`config.mk`:
```
export PLATFORM = sky130hd
export DESIGN_NAME = cmos_16_8bit_tx
export DESIGN_NICKNAME = d
export VERILOG_FILES = /design/src/rtl/cmos_tx_pkg.sv /design/src/rtl/rgb565_byte_ser.sv /design/src/rtl/cmos_16_8bit_tx.sv
export SDC_FILE = /design/constraint.sdc
export NUM_CORES = 1
export LEC_CHECK = 0
export ABC_AREA = 1
export CORE_UTILIZATION = 45
export CTS_CLUSTER_DIAMETER = 200
export DETAILED_ROUTE_END_ITERATION = 6
export MAX_ROUTING_LAYER = met4
export PLACE_DENSITY = 0.73
export SLEW_MARGIN = 20
export SYNTH_ARGS = -nofsm -noshare
export SYNTH_HDL_FRONTEND = slang
export SYNTH_SLANG_ARGS = --single-unit
```
`constraint.sdc`:
```
create_clock -name pclk -period 2.63 [get_ports pclk]
set_clock_uncertainty 0.15 [all_clocks]
set_input_delay 0.263 -clock pclk [delete_from_list [all_inputs] [get_ports pclk]]
set_output_delay 0.263 -clock pclk [all_outputs]
set_load 0.01 [all_outputs]
```
`src/rtl/cmos_tx_pkg.sv`:
```
// Shared state encoding and default video timing for the CMOS byte transmitter.
package cmos_tx_pkg;

  typedef enum logic [2:0] {
    ST_IDLE,
    ST_VSYNC,
    ST_VBP,
    ST_LINE,
    ST_HBLANK,
    ST_VFP
  } state_e;

  localparam int DEF_H_ACT    = 640;
  localparam int DEF_V_ACT    = 480;
  localparam int DEF_VS_WIDTH = 4;
  localparam int DEF_V_BP     = 16;
  localparam int DEF_H_BLANK  = 8;
  localparam int DEF_V_FP     = 16;

  // Largest of four timing values; sizes the shared blanking timer.
  function automatic int max4(input int a, input int b, input int c, input int d);
    int m;
    m = a;
    if (b > m) m = b;
    if (c > m) m = c;
    if (d > m) m = d;
    return m;
  endfunction

endpackage

```
`src/rtl/rgb565_byte_ser.sv`:
```
// Splits accepted RGB565 pixels into high/low bytes on a two-cycle slot.
module rgb565_byte_ser
  import cmos_tx_pkg::*;
(
  input  logic        pclk,
  input  logic        rst,
  input  logic        line_act_i,
  input  logic        s_valid_i,
  input  logic [15:0] s_data_i,
  output logic        phase_o,
  output logic [7:0]  pdata_o,
  output logic        de_o,
  output logic        underrun_o
);

  logic       phase_q, phase_d;
  logic [7:0] hold_q, hold_d;
  logic [7:0] pdata_q, pdata_d;
  logic       de_q, de_d;
  logic       underrun_q, underrun_d;

  // Next byte: high byte (or zero) on phase 0, held low byte on phase 1.
  always_comb begin
    phase_d    = 1'b0;
    hold_d     = hold_q;
    pdata_d    = '0;
    de_d       = line_act_i;
    underrun_d = 1'b0;
    if (line_act_i) begin
      phase_d = ~phase_q;
      if (!phase_q) begin
        underrun_d = ~s_valid_i;
        pdata_d    = s_valid_i ? s_data_i[15:8] : 8'h00;
        hold_d     = s_valid_i ? s_data_i[7:0]  : 8'h00;
      end else begin
        pdata_d = hold_q;
      end
    end
  end

  // Output and phase registers.
  always_ff @(posedge pclk) begin
    if (rst) begin
      phase_q    <= 1'b0;
      hold_q     <= '0;
      pdata_q    <= '0;
      de_q       <= 1'b0;
      underrun_q <= 1'b0;
    end else begin
      phase_q    <= phase_d;
      hold_q     <= hold_d;
      pdata_q    <= pdata_d;
      de_q       <= de_d;
      underrun_q <= underrun_d;
    end
  end

  assign phase_o    = phase_q;
  assign pdata_o    = pdata_q;
  assign de_o       = de_q;
  assign underrun_o = underrun_q;

endmodule

```
`src/rtl/cmos_16_8bit_tx.sv`:
```
// RGB565 to 8-bit CMOS parallel transmitter: frame timing FSM and counters.
module cmos_16_8bit_tx
  import cmos_tx_pkg::*;
#(
  parameter int H_ACT    = DEF_H_ACT,
  parameter int V_ACT    = DEF_V_ACT,
  parameter int VS_WIDTH = DEF_VS_WIDTH,
  parameter int V_BP     = DEF_V_BP,
  parameter int H_BLANK  = DEF_H_BLANK,
  parameter int V_FP     = DEF_V_FP
) (
  input  logic        pclk,
  input  logic        rst,
  input  logic        en,
  input  logic        s_valid,
  input  logic [15:0] s_data,
  input  logic        s_sof,
  output logic        s_ready,
  output logic        vs_o,
  output logic        de_o,
  output logic [7:0]  pdata_o,
  output logic        underrun_o,
  output logic        sof_err_o
);

  localparam int TW = $clog2(max4(VS_WIDTH, V_BP, H_BLANK, V_FP) + 1);
  localparam int PW = $clog2(H_ACT + 1);
  localparam int LW = $clog2(V_ACT + 1);

  localparam logic [TW-1:0] VS_LAST  = TW'(VS_WIDTH - 1);
  localparam logic [TW-1:0] VBP_LAST = TW'(V_BP - 1);
  localparam logic [TW-1:0] HB_LAST  = TW'(H_BLANK - 1);
  localparam logic [TW-1:0] VFP_LAST = TW'(V_FP - 1);
  localparam logic [PW-1:0] PIX_LAST = PW'(H_ACT - 1);
  localparam logic [LW-1:0] LN_LAST  = LW'(V_ACT - 1);

  state_e        state_q, state_d;
  logic [TW-1:0] tmr_q, tmr_d;
  logic [PW-1:0] pix_q, pix_d;
  logic [LW-1:0] line_q, line_d;
  logic          vs_q;
  logic          sof_err_q, sof_err_d;
  logic          first_q, first_d;
  logic          phase;
  logic          line_act;
  logic          accept;
  logic          vs_entry;

  assign line_act = (state_q == ST_LINE);
  assign s_ready  = line_act && !phase && !rst;
  assign accept   = s_valid && s_ready;

  // Next state, timers, pixel/line counters and framing-error tracking.
  always_comb begin
    state_d   = state_q;
    tmr_d     = tmr_q + 1'b1;
    pix_d     = pix_q;
    line_d    = line_q;
    sof_err_d = sof_err_q;
    first_d   = first_q;
    unique case (state_q)
      ST_IDLE: begin
        tmr_d = '0;
        if (en) state_d = ST_VSYNC;
      end
      ST_VSYNC: begin
        if (tmr_q == VS_LAST) begin
          state_d = ST_VBP;
          tmr_d   = '0;
        end
      end
      ST_VBP: begin
        if (tmr_q == VBP_LAST) begin
          state_d = ST_LINE;
          tmr_d   = '0;
        end
      end
      ST_LINE: begin
        tmr_d = '0;
        if (phase) begin
          pix_d = pix_q + 1'b1;
          if (pix_q == PIX_LAST) begin
            pix_d   = '0;
            line_d  = line_q + 1'b1;
            state_d = (line_q == LN_LAST) ? ST_VFP : ST_HBLANK;
          end
        end
      end
      ST_HBLANK: begin
        if (tmr_q == HB_LAST) begin
          state_d = ST_LINE;
          tmr_d   = '0;
        end
      end
      ST_VFP: begin
        if (tmr_q == VFP_LAST) begin
          state_d = en ? ST_VSYNC : ST_IDLE;
          tmr_d   = '0;
        end
      end
      default: begin
        state_d = ST_IDLE;
        tmr_d   = '0;
      end
    endcase

    if (vs_entry) begin
      tmr_d     = '0;
      pix_d     = '0;
      line_d    = '0;
      sof_err_d = 1'b0;
      first_d   = 1'b1;
    end else if (accept) begin
      if (first_q ? !s_sof : s_sof) sof_err_d = 1'b1;
      first_d = 1'b0;
    end
  end

  assign vs_entry = (state_d == ST_VSYNC) && (state_q != ST_VSYNC);

  // State, counter and flag registers; vs_o registered from next state so it aligns with state.
  always_ff @(posedge pclk) begin
    if (rst) begin
      state_q   <= ST_IDLE;
      tmr_q     <= '0;
      pix_q     <= '0;
      line_q    <= '0;
      vs_q      <= 1'b0;
      sof_err_q <= 1'b0;
      first_q   <= 1'b1;
    end else begin
      state_q   <= state_d;
      tmr_q     <= tmr_d;
      pix_q     <= pix_d;
      line_q    <= line_d;
      vs_q      <= (state_d == ST_VSYNC);
      sof_err_q <= sof_err_d;
      first_q   <= first_d;
    end
  end

  rgb565_byte_ser u_ser (
    .pclk       (pclk),
    .rst        (rst),
    .line_act_i (line_act),
    .s_valid_i  (s_valid),
    .s_data_i   (s_data),
    .phase_o    (phase),
    .pdata_o    (pdata_o),
    .de_o       (de_o),
    .underrun_o (underrun_o)
  );

  assign vs_o      = vs_q;
  assign sof_err_o = sof_err_q;

endmodule

```
Yosys cells after proc, flatten, opt, wreduce, memory -nomap -nowiden

Cells that the tools add are included.

Flip-flop bits (word level): 49
Input port bits: 21
Output and inout port bits: 13
Word-level logic and storage cells: 65

Add/sub/neg operators: 3
Equal/unequal tests: 12
Mux-type cells: 19
Bitwise logic cells: 3
Reduce and logical (&&, ||, !) cells: 16

Operators with widths:

| operator              | number |
|---|---|
| $mux 8                | 3 |
| $mux 3                | 7 |
| $pmux 3 s6            | 1 |
| $mux 5                | 3 |
| $pmux 5 s3            | 1 |
| $add 10x1->10 const B | 1 |
| $eq 10x10->1 const B  | 1 |
| $mux 10               | 1 |
| $add 9x1->9 const B   | 1 |
| $eq 9x9->1 const B    | 1 |
| $eq 3x1->1 const B    | 2 |
| $eq 3x2->1 const B    | 2 |
| $eq 3x3->1 const B    | 2 |
| $reduce_and 2->1      | 3 |
| $reduce_or 2->1       | 3 |
| $add 5x1->5 const B   | 1 |
| $eq 5x2->1 const B    | 1 |
| $eq 5x3->1 const B    | 1 |
| $eq 5x4->1 const B    | 1 |
| $logic_and 1x1->1     | 4 |
| $logic_not 1->1       | 3 |
| $logic_not 3->1       | 1 |
| $mux 1                | 3 |
| $ne 3x1->1 const B    | 1 |
| other kinds (3)       | 5 |

Longest topological paths before layout

Depth in word-level cells: 8
Mapped depth: 12
Gate-level depth less buffers: 11

Hierarchy

A second synthesis with hierarchy kept.

Cells, all modules: 353
Area total of the unflattened synthesis: 2678.8 um^2

By module, submodules not included:

| module          | instances | cells an instance | area an instance (um^2) | sequential area each (um^2) |
|---|---|---|---|---|
| cmos_16_8bit_tx | 1         | 256               | 1915.6                  | 600.6 |
| rgb565_byte_ser | 1         | 97                | 763.2                   | 380.4 |

Worst setup path before layout

Ideal clock, no wire load.

Path type: reg2reg
From: reg tmr_q[0]
To: reg pix_q[0]
Setup time: 0.119 ns
Data arrival time: 1.641 ns
Data required time: 2.361 ns
Setup slack: 0.720 ns
Stages on the path, launching flop included: 13
Buffers on the path: 1
Period minus slack after synthesis: 1.910 ns
Cells stage by stage: dfxtp_1 ha_1 nand3_1 inv_1 ha_1 nor2_1 nor2_1 nand2_1 nor2_2 nand3_2 nand2_4 buf_8 nor2_2

Word-level cells in the longest chain between the ends: 6
Elaborated cells between the ends (all ways): 11
Classes of those cells: eq/ne: 4; mux: 5; reduce/logical: 2

RTL lines:

| what                               | line                                         | RTL |
|---|---|---|
| start, declared                    | cmos_16_8bit_tx.sv:38                        | `logic [TW-1:0] tmr_q, tmr_d;` |
| start signal, assigned             | cmos_16_8bit_tx.sv:133                       | `tmr_q <= tmr_d;` |
| $eq 5x4->1 (tied with other cells) | cmos_16_8bit_tx.sv:73, cmos_16_8bit_tx.sv:96 |  |
| $mux 3, on equally long branches   | n/a                                          |  |
| $pmux 3 s6 *                       | cmos_16_8bit_tx.sv:61                        | `unique case (state_q)` |
| $eq 3x1->1 *                       | cmos_16_8bit_tx.sv:119                       | `assign vs_entry = (state_d == ST_VSYNC) && (state_q != ST_VSYNC);` |
| $logic_and 1x1->1 *                | cmos_16_8bit_tx.sv:119                       |  |
| $reduce_or 2->1 (no source line) * | n/a                                          |  |
| end signal, assigned               | cmos_16_8bit_tx.sv:134                       | `pix_q <= pix_d;` |
| end, declared                      | cmos_16_8bit_tx.sv:39                        | `logic [PW-1:0] pix_q, pix_d;` |

Mark *: on every way between the ends. The rest lies on a longest branch, timed or not.
A chain may end at the register's enable or synchronous reset.

Worst setup path after layout

From: reg state_q[1]
To: out s_ready

Word-level cells in the longest chain between the ends: 3

RTL lines:

| what                           | line                   | RTL |
|---|---|---|
| start, declared                | cmos_16_8bit_tx.sv:37  | `state_e state_q, state_d;` |
| start signal, assigned         | cmos_16_8bit_tx.sv:132 | `state_q <= state_d;` |
| $eq 3x2->1                     | cmos_16_8bit_tx.sv:49  | `assign line_act = (state_q == ST_LINE);` |
| $logic_and 1x1->1 (2 in a row) | cmos_16_8bit_tx.sv:50  | `assign s_ready = line_act && !phase && !rst;` |
| end, declared                  | cmos_16_8bit_tx.sv:18  | `output logic s_ready,` |

Every way passes these cells.

==> impl_results.md <==
- DRT met1 WL: 2.29 mm
- Distinct cell type count after synthesis: 30
- GR Overflow Total: 0
- First-pass GRT wire length: 8.14 mm
- Met3 wire len: 168 µm
- CTS tree: done
- Placed Cells: 421
- # fillers: 530
- Syn nets: 349
- Synth Register Bits: 49
- Crit-path cells: nand3_4 > nor2_1 > inv_1 > nor2_1 > clkdlybuf4s50_1
- Area share of and/or/nand/nor cells after synthesis: 36.6%
- CP Data Required Time: 2.22 ns
- Switch share: 20.7%
- Top Layer Used: met4
- Compound-Gate Fraction of Synth Area: 6.91%
- Worst vdd ir: 442 µV
- P_leak: 0.00113 µW
- Fin crit period: 2.31 ns
- Port bufs: 33
- Switching pwr: 304 µW
- Cell row count: 26
- Rel. slew slack: 72.6%
- Worst hold slack: 0.325 ns
- PD cells: 502 nW/µm²
- Pre-antenna DRT Iters: 4
- Initial antenna violation count: 0
- Die Y: 75.2 µm
- Worst EP arrival: 1.90 ns
- Critical Path Max Stage Delay: 0.56 ns
- Initial core utilization: 46.9%
- Critical Path Fanout Max: 8
- Final Hold Vio Count: 0
- Worst setup path end: s_ready
- Reg2Reg Setup Slack: 0.44 ns
- Mapped cell area: 2410 µm²
- Die width: 75.2 µm
- PostCTS Resize Cnt: 0
- ANT nets after route: 0
- Die Footprint: 5650 µm²
- Clk sinks: 49
- Clock latency on the worst-skew pair: 0.30 ns
- Register share of total power: 51.1%
- Max-Cap Viols: 0
- Main combinational cell family by area after synthesis: simple AND/OR/NAND/NOR gates
- Setup crit end kind: primary output
- Clock tree root buffer cell: clkbuf_8
- Clk pwr share: 43.0%
- Pins over their slew limit: 0
- Final setup vio count: 0
- GP Congestion: 0.826
- Syn Inst Count: 323
- Worst setup path class: flop to primary output
- Placed inst area: 2790 µm²
- RSZ-0062 raised after global routing: no
- Fraction of synthesized area in multiplexers: 0%
- Routed WL per cell: 11.2 µm
- Io pins: 34
- Hold crit path type: flop to flop
- Synth top area share: 40.7%
- Postcts setup bufs: 0
- Worst setup SP type: flop
- Crit path from: state_q[1]
- Pint: 1160 µW
- Post-Synth Adder-Cell Area: 2.60%
- Seq/Total Area, Yosys: 40.7%
- CTS Buffer Depth: 2
- Setup TNS: 0 ns
- Worst r2r path cells: 11
- Largest area contributor in the netlist: dfxtp_1
- Ranking of synthesized cells by area: dfxtp_1 (41%), nand2_1 (11%), nand3_1 (7.3%), nor2_2 (6.2%), inv_1 (4.8%)
- Layout area overhead: 21.3%
- Total CTS buffers: 5
- Total power: 1470 µW
- Finished Layout Cells: 429
- # diodes: 0
- Vias in the first global route: 1931
- Worst-margin pin slew: 0.410 ns
- Metal2 WL: 2.30 mm
- CP max-delay cell: clkdlybuf4s50_1
- FMAX: 0.432 GHz
- R2R Path Start: tmr_q[0]
- R2R Path End: line_q[2]
- Cell area after layout: 2920 µm²
- Combinational power share: 5.9%
- Initial DRC Count: 128
- CORE AREA: 5140 µm²
- Nets: 384
- Mean Syn Cell Area: 7.46 µm²
- Outcome: finished clean
- DR vias: 2088
- Period utilisation layout: 88.0%
- DR DRC count: 0
- CTS HTree Levels: 2
- Dpl hpwl: 3.41 mm
- Critical path's most frequent cell: nor2_1
- Fraction of layout cells with a size suffix above 1: 13.6%
- Yosys warns: 0
- Final wirelength: 4.81 mm
- Post-CTS Hold Buffers: 0
- Clock transition at path regs: 0.09 ns
- XOR/XNOR Fraction of Synth Area: 5.09%
- Gr usage total: 19.5%
- Largest net degree at the start of global routing: 27
- Avg Vias per Cell: 4.87
sequential cells by signal, summed over array words and instances (netlist names):
signal,flops
first_q,1
line_q,9
pix_q,10
sof_err_o,1
state_q,3
tmr_q,5
u_ser.de_o,1
u_ser.hold_q,8
u_ser.pdata_o,8
u_ser.phase_o,1
u_ser.underrun_o,1
vs_o,1
layer usage:
layer,up-vias,track usage [%]
met5,-,-
met4,0,7.82
met3,6,4.02
met2,36,30.7
met1,951,24.4
li1,1095,-
cells in the mapped netlist:
master / number
a21oi_1: 6
a22oi_1: 1
a31oi_1: 2
buf_12: 1
buf_2: 3
buf_8: 1
clkbuf_1: 3
clkinv_1: 1
dfxtp_1: 49
ha_1: 5
inv_1: 31
inv_2: 4
nand2_1: 70
nand2_2: 2
nand2_4: 1
nand3_1: 35
nand3_2: 3
nand3_4: 2
nand4_1: 5
nor2_1: 31
nor2_2: 24
nor2_4: 1
nor2_8: 1
nor3_1: 5
o21a_1: 1
o21ai_0: 19
o21bai_1: 1
o22ai_1: 1
xnor2_1: 2
xor2_1: 12
cell usage in the layout (no fill, tap or decap), drive strengths merged:
master,n
a31oi,2
o21a,1
a22oi,1
nand4,5
nand3,40
a21oi,6
clkinv,2
inv,35
xor2,12
nor2,57
nor3,5
bufinv,2
xnor2,2
dfxtp,49
o21ai,19
clkdlybuf4s50,33
o22ai,1
clkbuf,5
buf,3
o21bai,1
ha,5
nand2,73
through the flow:
stage | worst slack (ns) | utilization, %
floorplan | 0.720 | -
global placement | 0.538 | 54.3
detailed placement | 0.446 | 54.3
CTS | 0.324 | 56.9
global route | 0.130 | 56.9
finish | 0.317 | 56.9
logic make-up (layout without fill, tap and decap cells):
| group | count (synthesis) | after routing |
|---|---|---|
| AND/OR/NAND/NOR | 180 | 180 |
| flip-flops | 49 | 49 |
| buffers and inverters | 44 | 80 |
| AO/OA/AOI/OAI | 31 | 31 |
| XOR/XNOR | 14 | 14 |
| adder cells (fa/ha/maj) | 5 | 5 |
power groups by stage:
stage	clock network (µW)	logic (µW)	registers, µW
floorplan	0	53.6	766
global placement	0	84.9	766
detailed placement	0	86.3	766
CTS	643	86.7	749
global route	679	95.0	749
finish	631	86.3	749
area by class of cell:
class                           instances  area, µm²  share of cell area (%)
Tap cell                               70       87.6                    3.00
Clock inverter                          3       65.1                    2.23
Sequential cell                        49        981                    33.6
Inverter                               36        135                    4.62
Timing Repair Buffer                   36        353                    12.1
Clock buffer                            5       68.8                    2.35
Multi-Input combinational cell        230       1230                    42.2
worst max-delay path: cells and delay by family (launching register included):
| family | cells | cell delay (ns) |
|---|---|---|
| buffers and inverters | 2 | 0.66 |
| AND/OR/NAND/NOR | 3 | 0.47 |
| flip-flops | 1 | 0.48 |
worst min-delay path by stage:
stage / slack, ns / start / depth (start not counted) / end
after floorplan: 0.19 / s_valid / 1 / u_ser.underrun_o
after global placement: 0.30 / u_ser.hold_q[3] / 2 / u_ser.hold_q[3]
after detailed placement: 0.31 / u_ser.hold_q[3] / 2 / u_ser.hold_q[3]
after CTS: 0.33 / u_ser.hold_q[3] / 2 / u_ser.hold_q[3]
after global routing: 0.35 / u_ser.hold_q[6] / 2 / u_ser.hold_q[6]
final: 0.32 / u_ser.hold_q[3] / 2 / u_ser.hold_q[3]
No activity file was read; power rests on OpenSTA's default activity.
